## config.mk

```make
export PLATFORM = sky130hd
export DESIGN_NAME = base_ram_sched
export DESIGN_NICKNAME = d
export VERILOG_FILES = /design/src/rtl/base_ram_sched.sv
export SDC_FILE = /design/constraint.sdc
export NUM_CORES = 1
export LEC_CHECK = 0
export CAP_MARGIN = 20
export CORE_ASPECT_RATIO = 2
export CORE_UTILIZATION = 40
export CTS_CLUSTER_SIZE = 16
export DETAILED_ROUTE_END_ITERATION = 6
export GPL_TIMING_DRIVEN = 1
export PLACE_DENSITY = 0.88
export SKIP_LAST_GASP = 1
export SLEW_MARGIN = 20
export SYNTH_ARGS = -nofsm -noshare
export SYNTH_HDL_FRONTEND = slang
export SYNTH_SLANG_ARGS = --single-unit
export TNS_END_PERCENT = 100
```

## constraint.sdc

```tcl
create_clock -name clk -period 2.75 [get_ports clk]
set_clock_uncertainty 0.2 [all_clocks]
set_input_delay 0.55 -clock clk [delete_from_list [all_inputs] [get_ports clk]]
set_output_delay 0.55 -clock clk [all_outputs]
set_load 0.05 [all_outputs]
```

## src/rtl/base_ram_sched.sv

```systemverilog
// Shares the BaseRAM port between IFU (read-only) and LSU; alternates grants on ties.
// Latency WAIT_CYCLES+1 cycles grant-to-resp; requests are level-held until resp, one access in flight.
module base_ram_sched #(
    parameter int unsigned WAIT_CYCLES = 2
) (
    input  logic        clk,
    input  logic        rst_n,

    input  logic        ifu_req_i,
    input  logic [31:0] ifu_addr_i,
    output logic [31:0] ifu_rdata_o,
    output logic        ifu_resp_o,

    input  logic        lsu_req_i,
    input  logic        lsu_we_n_i,
    input  logic [3:0]  lsu_be_n_i,
    input  logic [31:0] lsu_addr_i,
    input  logic [31:0] lsu_wdata_i,
    output logic [31:0] lsu_rdata_o,
    output logic        lsu_resp_o,

    input  logic [31:0] ram_data_i,
    output logic [31:0] ram_data_o,
    output logic        ram_data_oe,
    output logic [19:0] ram_addr_o,
    output logic [3:0]  ram_be_n_o,
    output logic        ram_ce_n_o,
    output logic        ram_oe_n_o,
    output logic        ram_we_n_o
);

    localparam logic [3:0] CNT_INIT = 4'(WAIT_CYCLES - 1);

    typedef enum logic [1:0] {
        IDLE   = 2'd0,
        ACCESS = 2'd1,
        RESP   = 2'd2
    } state_t;

    state_t      state_q, state_d;
    logic        owner_lsu_q, owner_lsu_d;
    logic        last_lsu_q, last_lsu_d;
    logic        we_n_q, we_n_d;
    logic [3:0]  be_n_q, be_n_d;
    logic [19:0] addr_q, addr_d;
    logic [31:0] wdata_q, wdata_d;
    logic [3:0]  cnt_q, cnt_d;
    logic [31:0] ifu_rdata_q, ifu_rdata_d;
    logic [31:0] lsu_rdata_q, lsu_rdata_d;

    logic gnt_lsu, gnt_ifu;

    // Address bits outside the 4 MB word window are fixed by upstream decode.
    logic unused_addr_bits;
    assign unused_addr_bits = ^{ifu_addr_i[31:22], ifu_addr_i[1:0],
                                lsu_addr_i[31:22], lsu_addr_i[1:0]};

    // On a tie the requester not served last wins; last_lsu_q=0 out of reset favours the LSU.
    assign gnt_lsu = lsu_req_i & (~ifu_req_i | ~last_lsu_q);
    assign gnt_ifu = ifu_req_i & ~gnt_lsu;

    always_comb begin
        state_d     = state_q;
        owner_lsu_d = owner_lsu_q;
        last_lsu_d  = last_lsu_q;
        we_n_d      = we_n_q;
        be_n_d      = be_n_q;
        addr_d      = addr_q;
        wdata_d     = wdata_q;
        cnt_d       = cnt_q;
        ifu_rdata_d = ifu_rdata_q;
        lsu_rdata_d = lsu_rdata_q;

        unique case (state_q)
            IDLE: begin
                if (gnt_lsu) begin
                    state_d     = ACCESS;
                    owner_lsu_d = 1'b1;
                    last_lsu_d  = 1'b1;
                    we_n_d      = lsu_we_n_i;
                    be_n_d      = lsu_be_n_i;
                    addr_d      = lsu_addr_i[21:2];
                    wdata_d     = lsu_wdata_i;
                    cnt_d       = CNT_INIT;
                end else if (gnt_ifu) begin
                    state_d     = ACCESS;
                    owner_lsu_d = 1'b0;
                    last_lsu_d  = 1'b0;
                    we_n_d      = 1'b1;
                    be_n_d      = 4'h0;
                    addr_d      = ifu_addr_i[21:2];
                    wdata_d     = lsu_wdata_i;
                    cnt_d       = CNT_INIT;
                end
            end
            ACCESS: begin
                if (cnt_q == 4'd0) begin
                    state_d = RESP;
                    if (we_n_q) begin
                        if (owner_lsu_q) lsu_rdata_d = ram_data_i;
                        else             ifu_rdata_d = ram_data_i;
                    end
                end else begin
                    cnt_d = cnt_q - 4'd1;
                end
            end
            RESP: begin
                state_d = IDLE;
            end
            default: begin
                state_d = IDLE;
            end
        endcase
    end

    always_ff @(posedge clk or negedge rst_n) begin
        if (!rst_n) begin
            state_q     <= IDLE;
            owner_lsu_q <= 1'b0;
            last_lsu_q  <= 1'b0;
            we_n_q      <= 1'b1;
            be_n_q      <= 4'hF;
            addr_q      <= 20'h0;
            wdata_q     <= 32'h0;
            cnt_q       <= 4'h0;
            ifu_rdata_q <= 32'h0;
            lsu_rdata_q <= 32'h0;
        end else begin
            state_q     <= state_d;
            owner_lsu_q <= owner_lsu_d;
            last_lsu_q  <= last_lsu_d;
            we_n_q      <= we_n_d;
            be_n_q      <= be_n_d;
            addr_q      <= addr_d;
            wdata_q     <= wdata_d;
            cnt_q       <= cnt_d;
            ifu_rdata_q <= ifu_rdata_d;
            lsu_rdata_q <= lsu_rdata_d;
        end
    end

    // Pins decode from registered state only, so reset idles the bus without waiting for an edge.
    logic in_access;
    assign in_access = (state_q == ACCESS);

    assign ram_ce_n_o  = ~in_access;
    assign ram_oe_n_o  = ~(in_access & we_n_q);
    // we_n releases one cycle before the phase ends so addr/data hold across its rising edge.
    assign ram_we_n_o  = ~(in_access & ~we_n_q & (cnt_q != 4'd0));
    assign ram_data_oe = in_access & ~we_n_q;
    assign ram_be_n_o  = in_access ? be_n_q : 4'hF;
    assign ram_addr_o  = addr_q;
    assign ram_data_o  = wdata_q;

    assign ifu_resp_o  = (state_q == RESP) & ~owner_lsu_q;
    assign lsu_resp_o  = (state_q == RESP) &  owner_lsu_q;
    assign ifu_rdata_o = ifu_rdata_q;
    assign lsu_rdata_o = lsu_rdata_q;

endmodule

```

## Word level (Yosys, flattened, before mapping)

Index checks and enable logic that the tools add are counted.

| word-level totals | value |
|---|---|
| register bits | 128 |
| output and inout port bits | 126 |
| word-level logic and storage cells | 59 |

| operators by class | value |
|---|---|
| add/sub/neg operators | 1 |
| equal/unequal tests | 5 |
| multiplexer cells | 19 |
| bitwise gates (word level) | 15 |
| reductions and logical operators | 10 |

Operator list:

| kind | count |
|---|---|
| $mux 32 | 2 |
| $mux 20 | 2 |
| $mux 4 | 6 |
| $pmux 4 s2 | 1 |
| $reduce_and 4->1 | 2 |
| $and 1x1->1 | 7 |
| $not 1->1 | 7 |
| $mux 2 | 3 |
| $logic_not 4->1 | 1 |
| $mux 1 | 4 |
| $pmux 2 s2 | 1 |
| $reduce_and 2->1 | 2 |
| $reduce_bool 2->1 | 2 |
| $reduce_bool 4->1 | 1 |
| $sub 4x1->4 const B | 1 |
| $ne 3x3->1 const B | 1 |
| $reduce_and 3->1 | 1 |
| $eq 2x1->1 const B | 1 |
| $eq 2x2->1 const B | 1 |
| $logic_not 2->1 | 1 |
| $ne 2x1->1 const B | 1 |
| $ne 2x2->1 const B | 1 |
| $or 1x1->1 | 1 |

## Logic depth before layout (Yosys ltp)

Gate-level depths: netlist of the first run.

| depth | value |
|---|---|
| depth after elaboration | 8 |
| mapped depth | 7 |
| gate-level depth less buffers | 5 |

## Worst setup path before layout of the first run

Ideal clock, no wire load.

| path | value |
|---|---|
| kind | reg-to-output |
| start | register, netlist name last_lsu_q |
| end | output ifu_resp_o |
| arrival time | 1.571 ns |
| required time | 2.000 ns |
| path slack | 0.429 ns |
| cell stages (with the launch flop) | 2 |
| buffers on the path | 0 |
| path through | dfrtp_1 nor3b_1 |

RTL lines:

| what | RTL line | RTL |
|---|---|---|
| end: declaration | 12 | `output logic ifu_resp_o,` |

==> impl_metrics.toml, run 1 <==
[timing]
max_freq_ghz = 0.382
hold_viol = 0
rsz0062_at_grt = "no"
slew_viol_final = 0
fin_crit_sh = 0.951
relSlewSlack = 0.577
finalSetupViolations = 0
timing.final.crit_period_ps = 2610
fin_tns_setup_ps = 0
worstMarginPinSlew_ps = 634

[synth]
yosysTopAreaCellShare = 0.585
avgSynthCellArea_um2 = 14.9
ys_top_cells_by_count = "123 x dfrtp_1, 65 x mux2_2, 30 x mux2_4, 22 x nand2_1"
ys_warn_count = 0
ys_seq_area_frac = 0.610
yosysTopAreaCell = "dfrtp_1"
synth_fp_nets = 492
syn_inst = 353
yosys-top-cells-area = "dfrtp_1 59%, mux2_2 14%, mux2_4 8.6%"
ys_ff_latch = 128
synth_edf_count = 0
async_flop_share = 1.00
synth_cell_type_count = 36
synth_area_mm2 = 0.00526
synth_most_common_cell = "dfrtp_1"
synth_ff_type = "dfrtp_1"

[place]
gp_congestion = 0.724
port_buffers = 238
detailed_place_hpwl_um = 10700

[cts]
clk_pin_slew_worst_paths_ps = 70
tritoncts = "done"
clkSinkCount = 128
cts_root_buffer = "clkbuf_16"
htree_levels = 4
clock_path_buffers = 2
clkLatencyLatePin_ps = 400
cts_buffers = 17

[floorplan]
fp-row-count = 58
start_util = 0.414
die_area_mm2 = 0.0136
core_area_mm2 = 0.0127
die_h_um = 164
die_w_um = 83.1
boundaryPins = 263

[critical_path]
timing.rr.end = "ifu_rdata_o[9]$_DFFE_PN0P_"
regToRegSetupSlack_ps = 300
crit_arrival_ps = 1860
reg2reg_from = "cnt_q[1]$_DFFE_PN0P_"
crit_path_max_incr_delay_ps = 810
path_max_fanout = 7
r2r.worst_path.cells = 5
worst_setup_path_end_kind = "primary output"
required_ps = 2000
path_cells = "and3b_1 -> clkdlybuf4s50_1"
timing_worst_setup_path_type = "reg2out"
start_kind = "flip-flop"
crit_slowest_cell = "clkdlybuf4s50_1"

[layout]
n_antenna_cell = 0
seq_area_mm2 = 0.00321
fillers = 911
area_growth_pct = 59.8
multiInputGateArea_mm2 = 0.00193
final_nets = 737
drive_gt1_frac = 0.247

[detailed_routing]
routedWlPerCell_um = 18.9
first_pass_iters = 4
drc = 0
via_per_inst = 5.25
routed_wl_um = 14400
first_iter_violations = 133
drtAntennaViolNets = 0
vias = 3994

[worst_hold_path]
holdCritStartpoint = "lsu_rdata_o[25]$_DFFE_PN0P_"
hold_path.class = "reg2reg"
holdPathEnd = "lsu_rdata_o[25]$_DFFE_PN0P_"
holdPathStages = 1

[global_route]
grt_pass1_vias = 4467
grt_max_degree = 54
grt_pass1_wl_um = 22900
antenna_found_initial = 1
grt_usage = 0.215
overflow = 0

[run_status]
status = "finished clean"

[job]
maxCapViolCount = 0
[cell families after synthesis]
| logic type | after synthesis | synth area share |
|---|---|---|
| compound gates | 55 | 0.0835 |
| fa+ha+maj | 2 | 0.00476 |
| buf+inv | 25 | 0.0255 |
| flops | 128 | 0.610 |
| mux | 98 | 0.231 |
| simple gates | 45 | 0.0450 |
[metrics by stage]
stage / hold WS, ps / area, um2 / util / setup WS (ps) / std cells
floorplan: 54.4 / 5260 / - / 429 / 353
global placement: 273 / 7830 / 0.617 / 370 / 728
detailed placement: 278 / 7830 / 0.617 / 314 / 728
CTS: 293 / 8400 / 0.662 / 71.4 / 761
global route: 307 / 8400 / 0.662 / 47.9 / 761
finish: 293 / 8400 / 0.662 / 136 / 761
[critical path: cells and delay by family, from the launching register on]
kind	cells	cell delay, ps
buffers and inverters	1	810
flip-flops	1	460
AND/OR/NAND/NOR	1	190
[sequential cells by signal, indices dropped and copies added, names as in the netlist]
signal       flops
be_n_q           4
cnt_q            4
ram_data_o      32
ifu_rdata_o     32
state_q          2
ram_addr_o      20
lsu_rdata_o     32
we_n_q           1
last_lsu_q       1
[cell type report]
type / instances / area share
tap: 150 / 0.0223
inverter: 4 / 0.00208
multi-input combinational: 200 / 0.230
timing repair buffer: 247 / 0.296
clock inverter: 13 / 0.0158
clock buffer: 19 / 0.0515
sequential: 128 / 0.382
[cell usage in the layout (no fill, tap or decap), drive strengths merged, types with 2 or more instances in the layout]
cell and count:
buf 11, a2bb2oi 20, dlygate4sd2 6, ha 2, clkinvlp 4, nand2 22, nor4 2, dfstp 5
nor2 4, o21ai 4, a22o 4, dfrtp 123, inv 8, clkinv 4, mux2 97, clkdlybuf4s50 228
nand2b 3, or2 3, a211oi 20, or2b 3, nor3b 2, o221ai 2, clkbuf 19
[routing by layer]
layer / share of wire / global-route usage / vias up
met1: 0.34 / 0.221 / 1995
li1: - / - / 1774
met4: 0.032 / 0.101 / 0
met2: 0.57 / 0.399 / 193
met3: 0.059 / 0.0568 / 32
met5: 0 / 0 / -
[timing repair]
action | in CTS | in global routing
endpoints found under the hold margin | 35 | 0
setup buffers | 0 | 0
gates resized for setup | 6 | 1
hold buffers | 1 | 0
setup endpoints to repair | 6 | 1
[worst max path at each step]
stage                                      start                          to  slack (ps)
after global placement    state_q[1]$_DFFE_PN0P_               ram_be_n_o[2]         370
after CTS                 last_lsu_q$_DFFE_PN0P_                  ifu_resp_o          70
after detailed placement    cnt_q[1]$_DFFE_PN0P_  ifu_rdata_o[9]$_DFFE_PN0P_         310
after global routing        cnt_q[0]$_DFFE_PN0P_                  ram_we_n_o          50
after floorplan           last_lsu_q$_DFFE_PN0P_                  ifu_resp_o         430
final                     last_lsu_q$_DFFE_PN0P_                  lsu_resp_o         140
Power of run 1 is not shown: default switching activity piles up to over one toggle a cycle in this logic, so the estimate is an artifact.
==> run 2: changes to the inputs <==
==> constraint.sdc (replaced) <==
create_clock -name clk -period 2.55 [get_ports clk]
set_clock_uncertainty 0.2 [all_clocks]
set_input_delay 0.51 -clock clk [delete_from_list [all_inputs] [get_ports clk]]
set_output_delay 0.51 -clock clk [all_outputs]
set_load 0.05 [all_outputs]
==> impl_metrics.toml, run 2 (same netlist as run 1, synthesis figures left out) <==
[critical_path]
start_kind = "flip-flop"
crit_slowest_cell = "or3_4"
path_cells = "inv_1 -> ha_1 -> nor3b_2 -> or3_4 -> buf_12"
required_ps = 1840
crit_path_max_incr_delay_ps = 360
crit_arrival_ps = 1760
worst_setup_path_end_kind = "primary output"
timing_worst_setup_path_type = "reg2out"
path_max_fanout = 3

[detailed_routing]
drtAntennaViolNets = 0
via_per_inst = 5.23
vias = 3984
routedWlPerCell_um = 18.4
first_iter_violations = 179
drc = 0
first_pass_iters = 4
routed_wl_um = 14000

[timing]
hold_viol = 0
relSlewSlack = 0.590
fin_crit_sh = 0.970
layout_setup_ws_ps = 77.1
worst_hold_slack_ps = 298
finalSetupViolations = 0
rsz0062_at_grt = "no"
max_freq_ghz = 0.404
timing.final.crit_period_ps = 2470
fin_tns_setup_ps = 0
worstMarginPinSlew_ps = 615
slew_viol_final = 0

[floorplan]
die_area_mm2 = 0.0136
boundaryPins = 263
fp-row-count = 58
die_w_um = 83.1
start_util = 0.414
core_area_mm2 = 0.0127
die_h_um = 164

[layout]
layout.cells.most_common = "clkdlybuf4s50_1"
final_nets = 738
drive_gt1_frac = 0.263
mostFrequentLayoutCells = "227 x clkdlybuf4s50_1, 123 x dfrtp_1, 65 x mux2_2, 30 x mux2_4, 22 x nand2_1"
fin_util = 0.667
n_antenna_cell = 0
area_growth_pct = 61.2

[cts]
clk_pin_slew_worst_paths_ps = 60
tritoncts = "done"
cts_root_buffer = "clkbuf_16"
htree_levels = 4
clock_path_buffers = 2
cts_buffers = 17
postCtsSetupBuffers = 0
clkLatencyLatePin_ps = 400
clkSinkCount = 128

[place]
pre_cts_ws_ps = 204
detailed_place_hpwl_um = 10300
gp_congestion = 0.728
port_buffers = 238

[global_route]
grt_usage = 0.211
grt_pass1_vias = 4494
antenna_found_initial = 0
grt_max_degree = 59
grt_pass1_wl_um = 22600
overflow = 0

[run_status]
status = "finished clean"

[job]
maxCapViolCount = 0

[worst_hold_path]
hold_path.class = "reg2reg"
[run 2: cell types whose count changed in the layout (fill, tap and decap cells not counted), moves of 2 or more]
| cell | delta |
|---|---|
| buf_4 | +7 |
| bufinv_16 | +3 |
| clkinv_2 | +2 |
| dlygate4sd2_1 | -5 |
| inv_6 | -2 |
[run 2: worst max-delay path, delay by kind of cell (launching register included)]
family / cells / cell delay [ps]
and+or+nand+nor: 2 / 550
adders and majority gates: 1 / 230
buffers and inverters: 2 / 240
DFF: 1 / 350
[run 2: area by class of cell]
cell class	count	area, um2
tap	150	188
clock buffer	19	433
fill	896	4220
sequential	128	3210
timing repair buffer	248	2500
multi-input combinational	200	1940
inverter	4	17.5
clock inverter	13	188
[run 2: per-layer routing]
metal  part of all wire  track usage  wire length [um]  vias up
li1                   -            -                 -     1773
met3              0.056       0.0553               790       44
met5                  0            0                 0        -
met1               0.35        0.220              4980     1985
met2               0.55        0.380              7680      182
met4              0.042        0.122               586        0
[run 2: stage by stage]
stage          std cells  instance area [um2]
2_1_floorplan        353                 5260
3_3_place_gp         729                 7840
3_5_place_dp         729                 7840
4_1_cts              762                 8470
5_1_grt              762                 8480
6_report             762                 8480
[run 2: timing repair]
item	in CTS	in global routing
resized for setup	2	1
setup endpoints to repair	2	1
endpoints found under the hold margin	37	0
hold buffers	1	0
[run 2: path summary, 6_finish.rpt]
check / from / to / slack (ps) / cells past startpoint
max in group asynchronous: rst_n / lsu_rdata_o[0]$_DFFE_PN0P_ / 990 / 3
min in group asynchronous: rst_n / ifu_rdata_o[29]$_DFFE_PN0P_ / 420 / 2
max: cnt_q[0]$_DFFE_PN0P_ / ram_we_n_o / 80 / 5
max reg2reg: state_q[1]$_DFFE_PN0P_ / ifu_rdata_o[19]$_DFFE_PN0P_ / 190 / 4
min reg2reg: lsu_rdata_o[25]$_DFFE_PN0P_ / lsu_rdata_o[25]$_DFFE_PN0P_ / 300 / 1
min: lsu_rdata_o[25]$_DFFE_PN0P_ / lsu_rdata_o[25]$_DFFE_PN0P_ / 300 / 1
Power of run 2 is left out for the same reason.
